File: config.mk
export PLATFORM = sky130hd
export DESIGN_NAME = axi4_lite_write_master
export DESIGN_NICKNAME = d
export VERILOG_FILES = /design/src/rtl/axi4_lite_write_master.sv
export SDC_FILE = /design/constraint.sdc
export NUM_CORES = 1
export LEC_CHECK = 0
export ABC_AREA = 1
export BUFFER_PORTS_ARGS = -buffer_cell sky130_fd_sc_hd__buf_4
export CORE_MARGIN = 2
export CORE_UTILIZATION = 49
export CTS_BUF_LIST = sky130_fd_sc_hd__clkbuf_16
export CTS_CLUSTER_SIZE = 24
export DETAILED_ROUTE_END_ITERATION = 12
export PLACE_DENSITY = 0.8
export SYNTH_ARGS = -nofsm -noshare
export SYNTH_HDL_FRONTEND = slang
export SYNTH_SLANG_ARGS = --single-unit
File: constraint.sdc
create_clock -name aclk -period 1.8 [get_ports aclk]
set_input_delay 0.09 -clock aclk [delete_from_list [all_inputs] [get_ports aclk]]
set_output_delay 0.09 -clock aclk [all_outputs]
set_load 0.05 [all_outputs]
File: src/rtl/axi4_lite_write_master.sv
// AXI4-Lite write initiator: one command at a time, per-channel programmable valid delays,
// local DECERR for commands outside the address window, B response returned on a local port.
module axi4_lite_write_master #(
    parameter int unsigned              ADDRESS_WIDTH = 32,
    parameter int unsigned              DATA_WIDTH    = 32,
    parameter int unsigned              DELAY_WIDTH   = 5,
    parameter logic [ADDRESS_WIDTH-1:0] MIN_ADDRESS   = 'h01,
    parameter logic [ADDRESS_WIDTH-1:0] MAX_ADDRESS   = 'hff
) (
    input  logic                      aclk,
    input  logic                      areset,
    input  logic                      cmd_valid,
    output logic                      cmd_ready,
    input  logic [ADDRESS_WIDTH-1:0]  cmd_awaddr,
    input  logic [2:0]                cmd_awprot,
    input  logic [DATA_WIDTH-1:0]     cmd_wdata,
    input  logic [DATA_WIDTH/8-1:0]   cmd_wstrb,
    input  logic [DELAY_WIDTH-1:0]    cmd_delay_aw,
    input  logic [DELAY_WIDTH-1:0]    cmd_delay_w,
    output logic [ADDRESS_WIDTH-1:0]  awaddr,
    output logic [2:0]                awprot,
    output logic                      awvalid,
    input  logic                      awready,
    output logic [DATA_WIDTH-1:0]     wdata,
    output logic [DATA_WIDTH/8-1:0]   wstrb,
    output logic                      wvalid,
    input  logic                      wready,
    input  logic [1:0]                bresp,
    input  logic                      bvalid,
    output logic                      bready,
    output logic                      rsp_valid,
    input  logic                      rsp_ready,
    output logic [1:0]                rsp_bresp,
    output logic                      rsp_local,
    output logic [15:0]               wr_count
);

    typedef enum logic [1:0] {IDLE, ISSUE, WAIT_B, RESP} state_t;

    state_t                 state;
    logic [DELAY_WIDTH-1:0] aw_cnt;
    logic [DELAY_WIDTH-1:0] w_cnt;
    logic                   aw_done;
    logic                   w_done;
    logic                   aw_fin;
    logic                   w_fin;
    logic                   in_range;

    // A channel counts as finished in the cycle its handshake happens, so WAIT_B
    // follows the later handshake directly.
    always_comb begin
        in_range = (cmd_awaddr >= MIN_ADDRESS) && (cmd_awaddr <= MAX_ADDRESS);
        aw_fin   = aw_done || (awvalid && awready);
        w_fin    = w_done  || (wvalid && wready);
    end

    always_ff @(posedge aclk) begin
        if (areset) begin
            state     <= IDLE;
            aw_cnt    <= '0;
            w_cnt     <= '0;
            aw_done   <= 1'b0;
            w_done    <= 1'b0;
            cmd_ready <= 1'b1;
            awvalid   <= 1'b0;
            wvalid    <= 1'b0;
            bready    <= 1'b0;
            rsp_valid <= 1'b0;
            awaddr    <= '0;
            awprot    <= '0;
            wdata     <= '0;
            wstrb     <= '0;
            rsp_bresp <= '0;
            rsp_local <= 1'b0;
            wr_count  <= '0;
        end else begin
            unique case (state)
                IDLE: begin
                    if (cmd_valid) begin
                        awaddr    <= cmd_awaddr;
                        awprot    <= cmd_awprot;
                        wdata     <= cmd_wdata;
                        wstrb     <= cmd_wstrb;
                        cmd_ready <= 1'b0;
                        if (in_range) begin
                            state   <= ISSUE;
                            aw_cnt  <= cmd_delay_aw;
                            w_cnt   <= cmd_delay_w;
                            aw_done <= 1'b0;
                            w_done  <= 1'b0;
                            awvalid <= (cmd_delay_aw == '0);
                            wvalid  <= (cmd_delay_w == '0);
                        end else begin
                            state     <= RESP;
                            rsp_valid <= 1'b1;
                            rsp_bresp <= 2'b11;
                            rsp_local <= 1'b1;
                        end
                    end
                end
                ISSUE: begin
                    // Valid is raised on the count 1 -> 0 step so it is visible the
                    // cycle the counter reads zero.
                    if (awvalid) begin
                        if (awready) begin
                            awvalid <= 1'b0;
                            aw_done <= 1'b1;
                        end
                    end else if (!aw_done && aw_cnt != '0) begin
                        aw_cnt <= aw_cnt - DELAY_WIDTH'(1);
                        if (aw_cnt == DELAY_WIDTH'(1)) awvalid <= 1'b1;
                    end
                    if (wvalid) begin
                        if (wready) begin
                            wvalid <= 1'b0;
                            w_done <= 1'b1;
                        end
                    end else if (!w_done && w_cnt != '0) begin
                        w_cnt <= w_cnt - DELAY_WIDTH'(1);
                        if (w_cnt == DELAY_WIDTH'(1)) wvalid <= 1'b1;
                    end
                    if (aw_fin && w_fin) begin
                        state  <= WAIT_B;
                        bready <= 1'b1;
                    end
                end
                WAIT_B: begin
                    if (bvalid) begin
                        state     <= RESP;
                        bready    <= 1'b0;
                        rsp_valid <= 1'b1;
                        rsp_bresp <= bresp;
                        rsp_local <= 1'b0;
                        wr_count  <= wr_count + 16'd1;
                    end
                end
                RESP: begin
                    if (rsp_ready) begin
                        state     <= IDLE;
                        rsp_valid <= 1'b0;
                        cmd_ready <= 1'b1;
                    end
                end
                default: state <= IDLE;
            endcase
        end
    end

endmodule

### After elaboration in Yosys (flattened, before gate mapping)

Index checks and enable logic that the tools add are counted.

| storage, ports and cells | value |
|---|---|
| flip-flop bits (word level) | 109 |
| output and inout bits | 95 |
| logic and storage cells | 127 |

| cells by class | value |
|---|---|
| add/sub/neg operators | 3 |
| magnitude comparators | 2 |
| eq/ne operators | 19 |
| muxes and demuxes | 54 |
| reduce and logical (&&, ||, !) cells | 32 |

Operator list:

| cell | number |
|---|---|
| $mux W5 | 8 |
| $ge A32 B1 Y1 const B | 1 |
| $le A32 B8 Y1 const B | 1 |
| $ne A2 B2 Y1 const B | 14 |
| $mux W1 | 26 |
| $reduce_and A5 Y1 | 5 |
| $pmux W5 S2 | 2 |
| $add A16 B1 Y16 const B | 1 |
| $mux W2 | 8 |
| $pmux W1 S2 | 7 |
| $eq A5 B1 Y1 const B | 2 |
| $logic_not A5 Y1 | 2 |
| $reduce_bool A5 Y1 | 2 |
| $sub A5 B1 Y5 const B | 2 |
| $reduce_and A3 Y1 | 3 |
| $pmux W2 S4 | 1 |
| $reduce_and A4 Y1 | 2 |
| $reduce_bool A2 Y1 | 4 |
| $logic_and A1 B1 Y1 | 6 |
| $eq A2 B2 Y1 const B | 2 |
| $pmux W2 S2 | 1 |
| $reduce_and A2 Y1 | 2 |
| $pmux W1 S3 | 1 |
| $reduce_bool A3 Y1 | 1 |
| 4 further kinds | 6 |

### Depth between registers and ports, before layout

Gate-level depths: netlist (run 1).

| logic depth | value |
|---|---|
| depth after elaboration | 5 |
| depth in mapped cells | 11 |

### Worst setup path after synthesis (run 1)

No wires, ideal clock.

| timing | value |
|---|---|
| path kind | flip-flop to flip-flop |
| start point | register wr_count[1] |
| end point | register wr_count[12] |
| data arrival time | 1.718 ns |
| data required time | 1.730 ns |
| setup slack | 0.012 ns |
| cell stages (with the launch flop) | 9 |
| clock period less this slack | 1.788 ns |
| cell sequence | dfxtp_1 > ha_1 > nand3_1 > nor3_4 > and2_1 > nand3_1 > nor2_2 > nand2_1 > a21oi_1 |

| on the way | value |
|---|---|
| word-level cells in the longest chain between the ends | 1 |

Ends and longest elaborated chain:

| element | line | RTL |
|---|---|---|
| start: declaration | 35 | `output logic [15:0] wr_count` |
| start signal: assignment | 134 | `wr_count <= wr_count + 16'd1;` |
| $add A16 B1 Y16 | 134 |  |

Every way passes these cells.
A chain may end at the register's enable or synchronous reset.

### Final worst setup path (run 1)

| timing | value |
|---|---|
| start point | register state[1] |
| end point | register w_cnt[0] |

| on the way | value |
|---|---|
| word-level cells in the longest chain between the ends | 3 |
| elaborated cells between the ends (all ways) | 9 |
| those cells by class | eq/ne: 5; mux: 1; reduce/logical: 3 |

Ends and longest elaborated chain:

| element | line | RTL |
|---|---|---|
| start: declaration | 40 | `state_t state;` |
| start signal: assignment | 59 | `state <= IDLE;` |
| start signal: assignment | 86 | `state <= ISSUE;` |
| start signal: assignment | 94 | `state <= RESP;` |
| $eq A2 B1 Y1 or $logic_not A2 Y1 (tied branches) | 77 | `unique case (state)` |
| $ne A2 B2 Y1 (no source line) or $reduce_bool A2 Y1 (tied branches) | n/a |  |
| $reduce_and A5 Y1 (no source line) | n/a |  |
| end signal: assignment | 88 | `w_cnt <= cmd_delay_w;` |
| end signal: assignment | 119 | `w_cnt <= w_cnt - DELAY_WIDTH'(1);` |
| end: declaration | 42 | `logic [DELAY_WIDTH-1:0] w_cnt;` |

Several ways; a longest one is shown, not always the timed one.

==> out/results.ini, run 1 <==
[floorplanning]
die_y_um=102.1
io_pins=185
start_util_pct=50.78
rows=35
core_region_area_um2=9284
die_w_um=102.1
fp.dieArea_um2=10420

[setup_path]
r2r_setup_slack_ps=150
crit_chain=inv_1 > ha_2 > inv_1 > nor2_2 > a21oi_1 > nand3_1 > nand2_1 > nand2_1 > nor2_1
cp_data_arrival_time_ps=1910
reg2reg_to=w_cnt[0]
crit_type=reg2reg
cp_max_fo=7
crit_slowest_cell=dfxtp_1
cp-start-kind=flop
cp_num_buf_inv=2
end_kind=flop
crit_family=simple AND/OR/NAND/NOR gates
rr_worst_depth=9
cp.required_ps=2060
timing.rr.start=state[1]
critPathMaxStageDelay_ps=410

[global_routing]
grt_usage_pct=24.61
overflow=0
grt_pass1_vias=4470
grt_pass1_wl_mm=20.50
grt_max_degree=97
antenna_found_initial=0

[pwr]
switching_power_mw=5.055
p_int_mw=5.715
powerDensity_nw_per_um2=1645
peakVddDrop_v=0.0009316
p_seq_share_pct=31.6
p_leak_nw=3.141
p_comb_share_pct=50.8
totalPowerFinal_mw=10.77
clkPwrFrac_pct=17.6
p_sw_share_pct=46.93

[yosys]
seq_area_frac_synth_pct=46.28
syn-instance-count=660
synth_nets=761
synth_edf_count=0
synth_cell_types=28
postSynthAreaPerCell_um2=7.143
yosysTopAreaCellShare_pct=46.28
async_flop_share_pct=0
yosys_warnings=0
synth-seq-cells=109
syn-cell-area_um2=4715
synth_largest_area_cell=dfxtp_1
synthTopCellsByArea=dfxtp_1, nor2_1, o21ai_0, nand2_1, a21oi_1
synthFlopType=dfxtp_1

[min_path]
holdCritPathClass=in2reg
worstHoldPathCells=3
min_to=wdata[0]
hp-start=cmd_wdata[0]

[sta]
finClkSkew_ps=10.98
slew_headroom_pct=71.30
finalSetupTns_ps=0
hold-worst-slack_ps=3.473
rsz0062_at_grt=no
fin_crit_sh_pct=91.47
tightest_slew_ps=430.4
max_freq_ghz=0.6074
slew_viol_final=0
post-route-min-period_ps=1646
setup_violations=0
hold_viol_final=0

[clocking]
cts-buffers-inserted=9
cts_buffer_depth=2
cts_sinks=109
tritoncts=yes
clock_latency_ps=340
h-tree-depth=3
cts-root-buf=clkbuf_16
clkTransAtPathRegs_ps=80

[final_layout]
area_delta_synth_final_pct=38.88
layout_commonest_cell=buf_4
final_layout_size_suffix_gt1_share_pct=26.40
final_cell_mix=buf_4, nor2_1, dfxtp_1
final_util_pct=70.53
fill_cells=788
final_nets=937
diodes=0

[routing]
wl_mm=12.85
detailroute.via_count=4785
drt.antenna.violating_nets=0
wire_per_inst_um=13.25
via_per_inst=4.933
drt_iter0_drc=169
dr.pass1.iters=4
drc_errors=0

[status]
outcome=completed

[place]
place_congestion=0.8574
io_buffers=184
dp_hpwl_mm=9.412

[run]
cap_violations=0

## power groups by stage
stage / sequential (mW) / clock (mW) / combinational (mW)
final: 3.40 / 1.90 / 5.47
after global routing: 3.47 / 2.04 / 5.98
after CTS: 3.40 / 1.92 / 5.44
after detailed placement: 3.45 / 0 / 5.40
after global placement: 3.41 / 0 / 5.27
after floorplan: 5.16 / 0 / 2.13
## how the worst max path moves through the flow
stage | startpoint | end | slack, ps | cells past startpoint
global route | state[1] | w_cnt[0] | 4 | 8
finish | state[1] | w_cnt[0] | 150 | 9
global placement | state[0] | wr_count[14] | 180 | 9
detailed placement | state[1] | awvalid | 90 | 9
CTS | state[0] | wr_count[12] | 80 | 9
floorplan | wr_count[1] | wr_count[12] | 10 | 8
## per-layer routing
layer  vias to the layer above  part of all wire (%)  track usage, %
li1                       2469                     -               -
met3                        18                   5.4           4.925
met1                      2170                    41           29.53
met2                       128                    52           43.93
met4                         0                   1.6           8.410
met5                         -                     0               0
## flip-flops by register name, summed over array words and instances (netlist names)
signal / flops
awaddr: 32
wvalid: 1
w_done: 1
wr_count: 16
wstrb: 4
wdata: 32
rsp_bresp: 2
cmd_ready: 1
state: 2
rsp_local: 1
awprot: 3
rsp_valid: 1
aw_done: 1
w_cnt: 5
aw_cnt: 5
awvalid: 1
bready: 1
## cell usage after synthesis, types with 6 or more instances
cell type and count:
clkbuf_1 21, nand3_1 29, buf_2 6, inv_1 62, dfxtp_1 109, a21oi_1 47
ha_1 11, nor3_1 6, nand2_1 92, o21ai_0 94, nor2_1 152
## final cells by class
type | count | area (um^2) | share of cell area, %
multi-input combinational | 457 | 2183 | 33.35
sequential | 109 | 2182 | 33.33
timing repair buffer | 194 | 1491 | 22.78
inverter | 65 | 244.0 | 3.726
clock buffer | 9 | 225.2 | 3.440
tap | 129 | 161.4 | 2.465
clock inverter | 7 | 60.06 | 0.9173
## through the flow
step	setup slack [ps]	std cells	cell area [um^2]
floorplan	11.88	660	4715
global placement	177.2	949	6190
detailed placement	94.20	949	6190
CTS	77.88	969	6515
global route	4.118	970	6548
finish	153.5	970	6548
## cell families after synthesis
logic type	synth area share, %
AOI/OAI and AO/OA	16.30
xor gates and xnor gates	0.9290
adders and majority gates	2.919
buffers and inverters	7.935
DFF	46.28
and+or+nand+nor	25.64
## worst reg2reg max path, stage by stage, from the launching register on
cell and delay, ps:
dfxtp_1 410, inv_1 100, ha_2 220, inv_1 120, nor2_2 60, a21oi_1 160
nand3_1 220, nand2_1 110, nand2_1 60, nor2_1 110
## what timing repair did
action | in CTS | in global routing
hold endpoints to repair | 4 | 0
hold buffers | 4 | 0
setup endpoints to repair | 0 | 24
gates resized for setup | 0 | 7
buffers inserted | 0 | 1
Power figures use the tool's default switching activity.
==> run 2, diff against run 1 <==
--- a/config.mk
+++ b/config.mk
@@ -12,7 +12,7 @@
 export CTS_BUF_LIST = sky130_fd_sc_hd__clkbuf_16
 export CTS_CLUSTER_SIZE = 24
 export DETAILED_ROUTE_END_ITERATION = 12
-export PLACE_DENSITY = 0.8
+export PLACE_DENSITY = 0.82
 export SYNTH_ARGS = -nofsm -noshare
 export SYNTH_HDL_FRONTEND = slang
 export SYNTH_SLANG_ARGS = --single-unit
==> run 2 against run 1 <==
Design area is 0.86% higher. Routed wire length is 0.33% higher. Combinational power is essentially flat. Core utilization rose by 0.61 points. Register-to-register slack about the same. First-iteration DRC count rose by 12%. Non-clock buffer count rose by 9. Critical endpoint is now wr_count[14]. Via count grew 1.9%. Final cell count increased by 0.93%.
==> out/results.ini, run 2 (synthesized netlist as in run 1, its figures left out) <==
[final_layout]
final_area_um2=6604  ; was 6548 um^2
layout_commonest_cell=buf_4  ; unchanged
reg_top3=awaddr x32, wdata x32, wr_count x16  ; unchanged
final_layout_size_suffix_gt1_share_pct=26.24  ; was 26.40%
diodes=0  ; unchanged
area_delta_synth_final_pct=40.07  ; was 38.88%
fill_cells=795  ; was 788
final_nets=946  ; was 937
final_cell_mix=buf_4, nor2_1, dfxtp_1  ; unchanged

[pwr]
peakVddDrop_v=0.0009651  ; was 0.0009316 V
p_int_mw=5.749  ; was 5.715 mW
p_comb_share_pct=51.0  ; was 50.8%
p_leak_nw=3.174  ; was 3.141 nW
switching_power_mw=5.037  ; was 5.055 mW
powerDensity_nw_per_um2=1633  ; was 1645 nW/um^2
clkPwrFrac_pct=17.6  ; about the same
p_sw_share_pct=46.70  ; was 46.93%
p_seq_share_pct=31.5  ; was 31.6%

[global_routing]
met2_usage_pct=45.34  ; was 43.93%
overflow=0  ; unchanged
grt_usage_pct=25.42  ; was 24.61%
use_met3_pct=4.514  ; was 4.925%
grt_pass1_vias=4772  ; was 4470
grt_max_degree=97  ; unchanged
busiest_layer=met2  ; unchanged
grtUsageMet1_pct=29.05  ; was 29.53%
grt_pass1_wl_mm=21.27  ; was 20.50 mm
antenna_found_initial=0  ; unchanged

[place]
dp_hpwl_mm=9.360  ; was 9.412 mm
dpl_cell_area_um2=6227  ; was 6190 um^2
io_buffers=184  ; unchanged
dpl_worst_slack_ps=88.75  ; was 94.20 ps
place_congestion=0.8763  ; was 0.8574

[setup_path]
crit_start=state[0]  ; was state[1]
cp-start-kind=flop  ; unchanged
cp_max_fo=7  ; unchanged
reg2reg_to=wr_count[14]  ; was w_cnt[0]
endpoint=wr_count[14]  ; was w_cnt[0]
crit_chain=inv_1 > ha_2 > nand2_4 > nor3_4 > nand3_1 > nor2_2 > nand2_1 > xor2_1 > nor2_1  ; was inv_1 > ha_2 > inv_1 > nor2_2 > a21oi_1 > nand3_1 > nand2_1 > nand2_1 > nor2_1
cp_num_buf_inv=1  ; was 2
rr_worst_depth=9  ; unchanged
cp.required_ps=2040  ; was 2060 ps
crit_family=simple AND/OR/NAND/NOR gates  ; unchanged
timing.rr.start=state[0]  ; was state[1]
crit_slowest_cell=dfxtp_1  ; unchanged
cp.depth=9  ; unchanged
critPathMaxStageDelay_ps=350  ; was 410 ps
cp_data_arrival_time_ps=1890  ; was 1910 ps
r2r_setup_slack_ps=150  ; about the same
end_kind=flop  ; unchanged
crit_type=reg2reg  ; unchanged

[sta]
finClkSkew_ps=8.434  ; was 10.98 ps
slew_viol_final=0  ; unchanged
fin_crit_sh_pct=91.79  ; was 91.47%
hold_viol_final=0  ; unchanged
slew_headroom_pct=67.14  ; was 71.30%
max_freq_ghz=0.6053  ; was 0.6074 GHz
setup_violations=0  ; unchanged
layout_setup_ws_ps=147.8  ; was 153.5 ps
rsz0062_at_grt=yes  ; was no
tightest_slew_ps=492.1  ; was 430.4 ps
post-route-min-period_ps=1652  ; was 1646 ps

[floorplanning]
core_region_area_um2=9284  ; unchanged
io_pins=185  ; unchanged
fp.dieArea_um2=10420  ; unchanged
die_w_um=102.1  ; unchanged
start_util_pct=50.78  ; unchanged
die_y_um=102.1  ; unchanged
rows=35  ; unchanged

[status]
outcome=completed  ; unchanged

[clocking]
clock_latency_ps=340  ; about the same
cts-root-buf=clkbuf_16  ; unchanged
h-tree-depth=3  ; unchanged
cts-buffers-inserted=9  ; unchanged
clkTransAtPathRegs_ps=80  ; about the same
cts_buffer_depth=2  ; unchanged
cts_sinks=109  ; unchanged
tritoncts=yes  ; unchanged

[routing]
detailroute.via_count=4875  ; was 4785
drc_errors=0  ; unchanged
dr.pass1.iters=4  ; unchanged
via_per_inst=4.980  ; was 4.933
drt_iter0_drc=190  ; was 169
wire_per_inst_um=13.17  ; was 13.25 um
drt.antenna.violating_nets=0  ; unchanged
wl_mm=12.89  ; was 12.85 mm

[run]
cap_violations=0  ; unchanged

[min_path]
holdCritPathClass=in2reg  ; unchanged

run 2: cell types whose count changed in the layout (fill, tap and decap cells not counted), sizes merged:
cell         change
clkinvlp         +1
dlygate4sd3      +4
inv              -1
buf              +5
run 2: worst min-delay path by stage:
stage	start	cells after the start	slack, ps	endpoint
after global routing	areset	2	3	wr_count[14]
after detailed placement	cmd_awaddr[21]	3	350	awaddr[21]
after global placement	cmd_awaddr[23]	3	340	awaddr[23]
final	cmd_wdata[27]	3	1	wdata[27]
after floorplan	cmd_awaddr[11]	2	240	awaddr[11]
after CTS	cmd_awaddr[18]	3	0.2	awaddr[18]
run 2: worst reg2reg max path, stage by stage (launching register included):
cell,delay (ps)
dfxtp_1,350
inv_1,100
ha_2,250
nand2_4,110
nor3_4,200
nand3_1,150
nor2_2,140
nand2_1,90
xor2_1,130
nor2_1,50
run 2: timing repair:
action | 4_1_cts | 5_1_grt
endpoints found under the hold margin | 8 | 0
gates resized for setup | 0 | 2
hold buffers | 8 | 0
setup endpoints to repair | 0 | 19
setup buffers | 0 | 1
run 2: power by group through the flow:
stage / Sequential (mW) / Clock, mW / Combinational, mW
2_1_floorplan: 5.16 / 0 / 2.13
3_3_place_gp: 3.41 / 0 / 5.33
3_5_place_dp: 3.44 / 0 / 5.45
4_1_cts: 3.40 / 1.92 / 5.49
5_1_grt: 3.48 / 2.03 / 6.03
6_report: 3.40 / 1.89 / 5.50
run 2: final cells by class:
| class | instances | area (um^2) | share of cell area [%] |
|---|---|---|---|
| clock inverter | 7 | 58.81 | 0.8905 |
| multi-input combinational | 457 | 2163 | 32.76 |
| timing repair buffer | 203 | 1569 | 23.76 |
| clock buffer | 9 | 225.2 | 3.410 |
| inverter | 65 | 244.0 | 3.695 |
| tap | 129 | 161.4 | 2.444 |
| sequential | 109 | 2182 | 33.04 |
run 2: routing by layer:
| metal | part of all wire (%) | vias to the layer above |
|---|---|---|
| met3 | 4.8 | 39 |
| met5 | 0 | - |
| met2 | 49 | 137 |
| li1 | - | 2480 |
| met4 | 4.2 | 0 |
| met1 | 42 | 2219 |
run 2: stage by stage:
stage | std cells | hold slack [ps] | TNS (ps) | util [%] | total power [mW]
final | 979 | 1.141 | 0 | 71.13 | 10.79
after global placement | 954 | 339.9 | 0 | 67.08 | 8.741
after CTS | 978 | 0.2122 | 0 | 71.00 | 10.82
after global routing | 979 | 3.370 | -230.7 | 71.13 | 11.54
after detailed placement | 954 | 347.1 | 0 | 67.08 | 8.896
after floorplan | 660 | 237.8 | 0 | - | 7.294
==> run 3, diff against run 2 <==
--- a/config.mk
+++ b/config.mk
@@ -6,13 +6,14 @@
 export NUM_CORES = 1
 export LEC_CHECK = 0
 export ABC_AREA = 1
-export BUFFER_PORTS_ARGS = -buffer_cell sky130_fd_sc_hd__buf_4
+export BUFFER_PORTS_ARGS = -buffer_cell sky130_fd_sc_hd__buf_2
+export CORE_ASPECT_RATIO = 0.75
 export CORE_MARGIN = 2
 export CORE_UTILIZATION = 49
 export CTS_BUF_LIST = sky130_fd_sc_hd__clkbuf_16
 export CTS_CLUSTER_SIZE = 24
 export DETAILED_ROUTE_END_ITERATION = 12
-export PLACE_DENSITY = 0.82
+export PLACE_DENSITY = 0.84
 export SYNTH_ARGS = -nofsm -noshare
 export SYNTH_HDL_FRONTEND = slang
 export SYNTH_SLANG_ARGS = --single-unit
==> run 3 against run 2 <==
Final cell count up 1.6%. Largest power group unchanged. Register-to-register slack about the same. Sequential power is essentially flat. Design area down 4.3%. Clock power barely moved. Non-clock buffer count up 17. Total power is 3.6% lower.
==> out/results.ini, run 3 (synthesized netlist as in run 1, its figures left out) <==
[final_layout]
final_nets=963  ; was 946
final_layout_size_suffix_gt1_share_pct=25.72  ; was 26.24%
fill_cells=779  ; was 795
final_util_pct=68.73  ; was 71.13%
multi_input_area_um2=2163  ; unchanged
layout_commonest_cell=buf_2  ; was buf_4
final_area_um2=6321  ; was 6604 um^2
reg_top3=awaddr x32, wdata x32, wr_count x16  ; unchanged
final_cells=995  ; was 979
diodes=0  ; unchanged
final_cell_mix=buf_2, nor2_1, dfxtp_1  ; was buf_4, nor2_1, dfxtp_1
area_delta_synth_final_pct=34.08  ; was 40.07%
regArea_um2=2185  ; was 2182 um^2

[setup_path]
cp_num_buf_inv=1  ; unchanged
cp_data_arrival_time_ps=1860  ; was 1890 ps
end_kind=flop  ; unchanged
crit_slowest_cell=dfxtp_2  ; was dfxtp_1
crit_type=reg2reg  ; unchanged
cp.required_ps=2020  ; was 2040 ps
critPathMaxStageDelay_ps=340  ; was 350 ps
crit_chain=inv_1 > ha_2 > nand2_4 > nor3_4 > nand3_1 > nor2_2 > nand2_1 > xor2_1 > nor2_1  ; unchanged
cp_max_fo=7  ; unchanged
crit_family=simple AND/OR/NAND/NOR gates  ; unchanged
cp-start-kind=flop  ; unchanged

[clocking]
clkTransAtPathRegs_ps=70  ; was 80 ps
cts-root-buf=clkbuf_16  ; unchanged
cts_sinks=109  ; unchanged
h-tree-depth=3  ; unchanged
cts-buffers-inserted=9  ; unchanged
cts_buffer_depth=2  ; unchanged
clock_latency_ps=340  ; about the same
tritoncts=yes  ; unchanged
cts_setup_buffers=0  ; unchanged

[global_routing]
grt_pass1_vias=4258  ; was 4772
grt_pass1_wl_mm=19.36  ; was 21.27 mm
grt_max_degree=97  ; unchanged
overflow=0  ; unchanged
grt_usage_pct=23.42  ; was 25.42%
antenna_found_initial=0  ; unchanged

[sta]
tightest_slew_ps=421.0  ; was 492.1 ps
finalSetupTns_ps=0  ; unchanged
slew_headroom_pct=71.93  ; was 67.14%
fin_crit_sh_pct=91.02  ; was 91.79%
post-route-min-period_ps=1638  ; was 1652 ps
hold_viol_final=0  ; unchanged
finClkSkew_ps=8.435  ; was 8.434 ps
layout_setup_ws_ps=161.7  ; was 147.8 ps
hold-worst-slack_ps=9.751  ; was 1.141 ps
max_freq_ghz=0.6104  ; was 0.6053 GHz
slew_viol_final=0  ; unchanged
rsz0062_at_grt=yes  ; unchanged
setup_violations=0  ; unchanged

[floorplanning]
die_y_um=88.95  ; was 102.1 um
io_pins=185  ; unchanged
rows=30  ; was 35
fp.dieArea_um2=10430  ; was 10420 um^2
start_util_pct=51.27  ; was 50.78%
die_w_um=117.3  ; was 102.1 um
core_region_area_um2=9196  ; was 9284 um^2

[routing]
drt_iter0_drc=319  ; was 190
drc_errors=0  ; unchanged
wire_per_inst_um=12.34  ; was 13.17 um
wl_mm=12.28  ; was 12.89 mm
dr.pass1.iters=4  ; unchanged
detailroute.via_count=4794  ; was 4875
drt.antenna.violating_nets=0  ; unchanged
via_per_inst=4.818  ; was 4.980

[status]
outcome=completed  ; unchanged

[place]
dpl_worst_slack_ps=134.3  ; was 88.75 ps
dp_hpwl_mm=8.719  ; was 9.360 mm
io_buffers=184  ; unchanged
dpl_cell_area_um2=5751  ; was 6227 um^2
post-place-cells=951  ; was 954
place_congestion=0.8686  ; was 0.8763

[min_path]
holdCritPathClass=in2reg  ; unchanged

[pwr]
p_leak_nw=3.150  ; was 3.174 nW
totalPowerFinal_mw=10.39  ; was 10.79 mW
peakVddDrop_v=0.0008466  ; was 0.0009651 V
powerDensity_nw_per_um2=1644  ; was 1633 nW/um^2

[run]
cap_violations=0  ; unchanged

run 3: cell count changes in the layout (fill, tap and decap cells not counted), sizes merged:
cell / before / now
buf: 195 / 192
dlygate4sd3: 8 / 28
run 3: path summary, 6_finish.rpt:
kind	startpoint	to	slack, ps	depth (start not counted)
max	state[0]	wr_count[14]	160	9
min	cmd_wdata[2]	wdata[2]	10	3
max reg2reg	state[0]	wr_count[14]	160	9
min reg2reg	rsp_valid	rsp_valid	450	2
run 3: what timing repair did:
item	in CTS	in global routing
hold buffers	28	0
endpoints found under the hold margin	28	0
setup endpoints to repair	0	21
resized for setup	0	5
run 3: worst min-delay path: stages:
cell	delay [ps]
buf_2	70
o21ai_0	70
nor2_1	80
run 3: layer usage:
layer	track usage, %	part of all wire [%]	wire length, um	vias up
met5	0	0	0	-
met4	9.091	2.2	273	0
met3	4.949	4.3	526	28
met2	38.40	46	5608	139
met1	30.57	48	5869	2103
li1	-	-	-	2524
run 3: area by class of cell:
| type | instances | share of cell area (%) |
|---|---|---|
| inverter | 65 | 3.860 |
| sequential | 109 | 34.56 |
| clock inverter | 7 | 0.9105 |
| clock buffer | 9 | 3.563 |
| timing repair buffer | 220 | 20.35 |
| tap | 128 | 2.534 |
| multi-input combinational | 457 | 34.22 |
run 3: where the power goes:
part,switching (mW),total (mW),internal (mW)
logic,3.74,5.15,1.40
registers,0.326,3.37,3.05
clock network,0.916,1.88,0.960
total,4.99,10.4,5.41
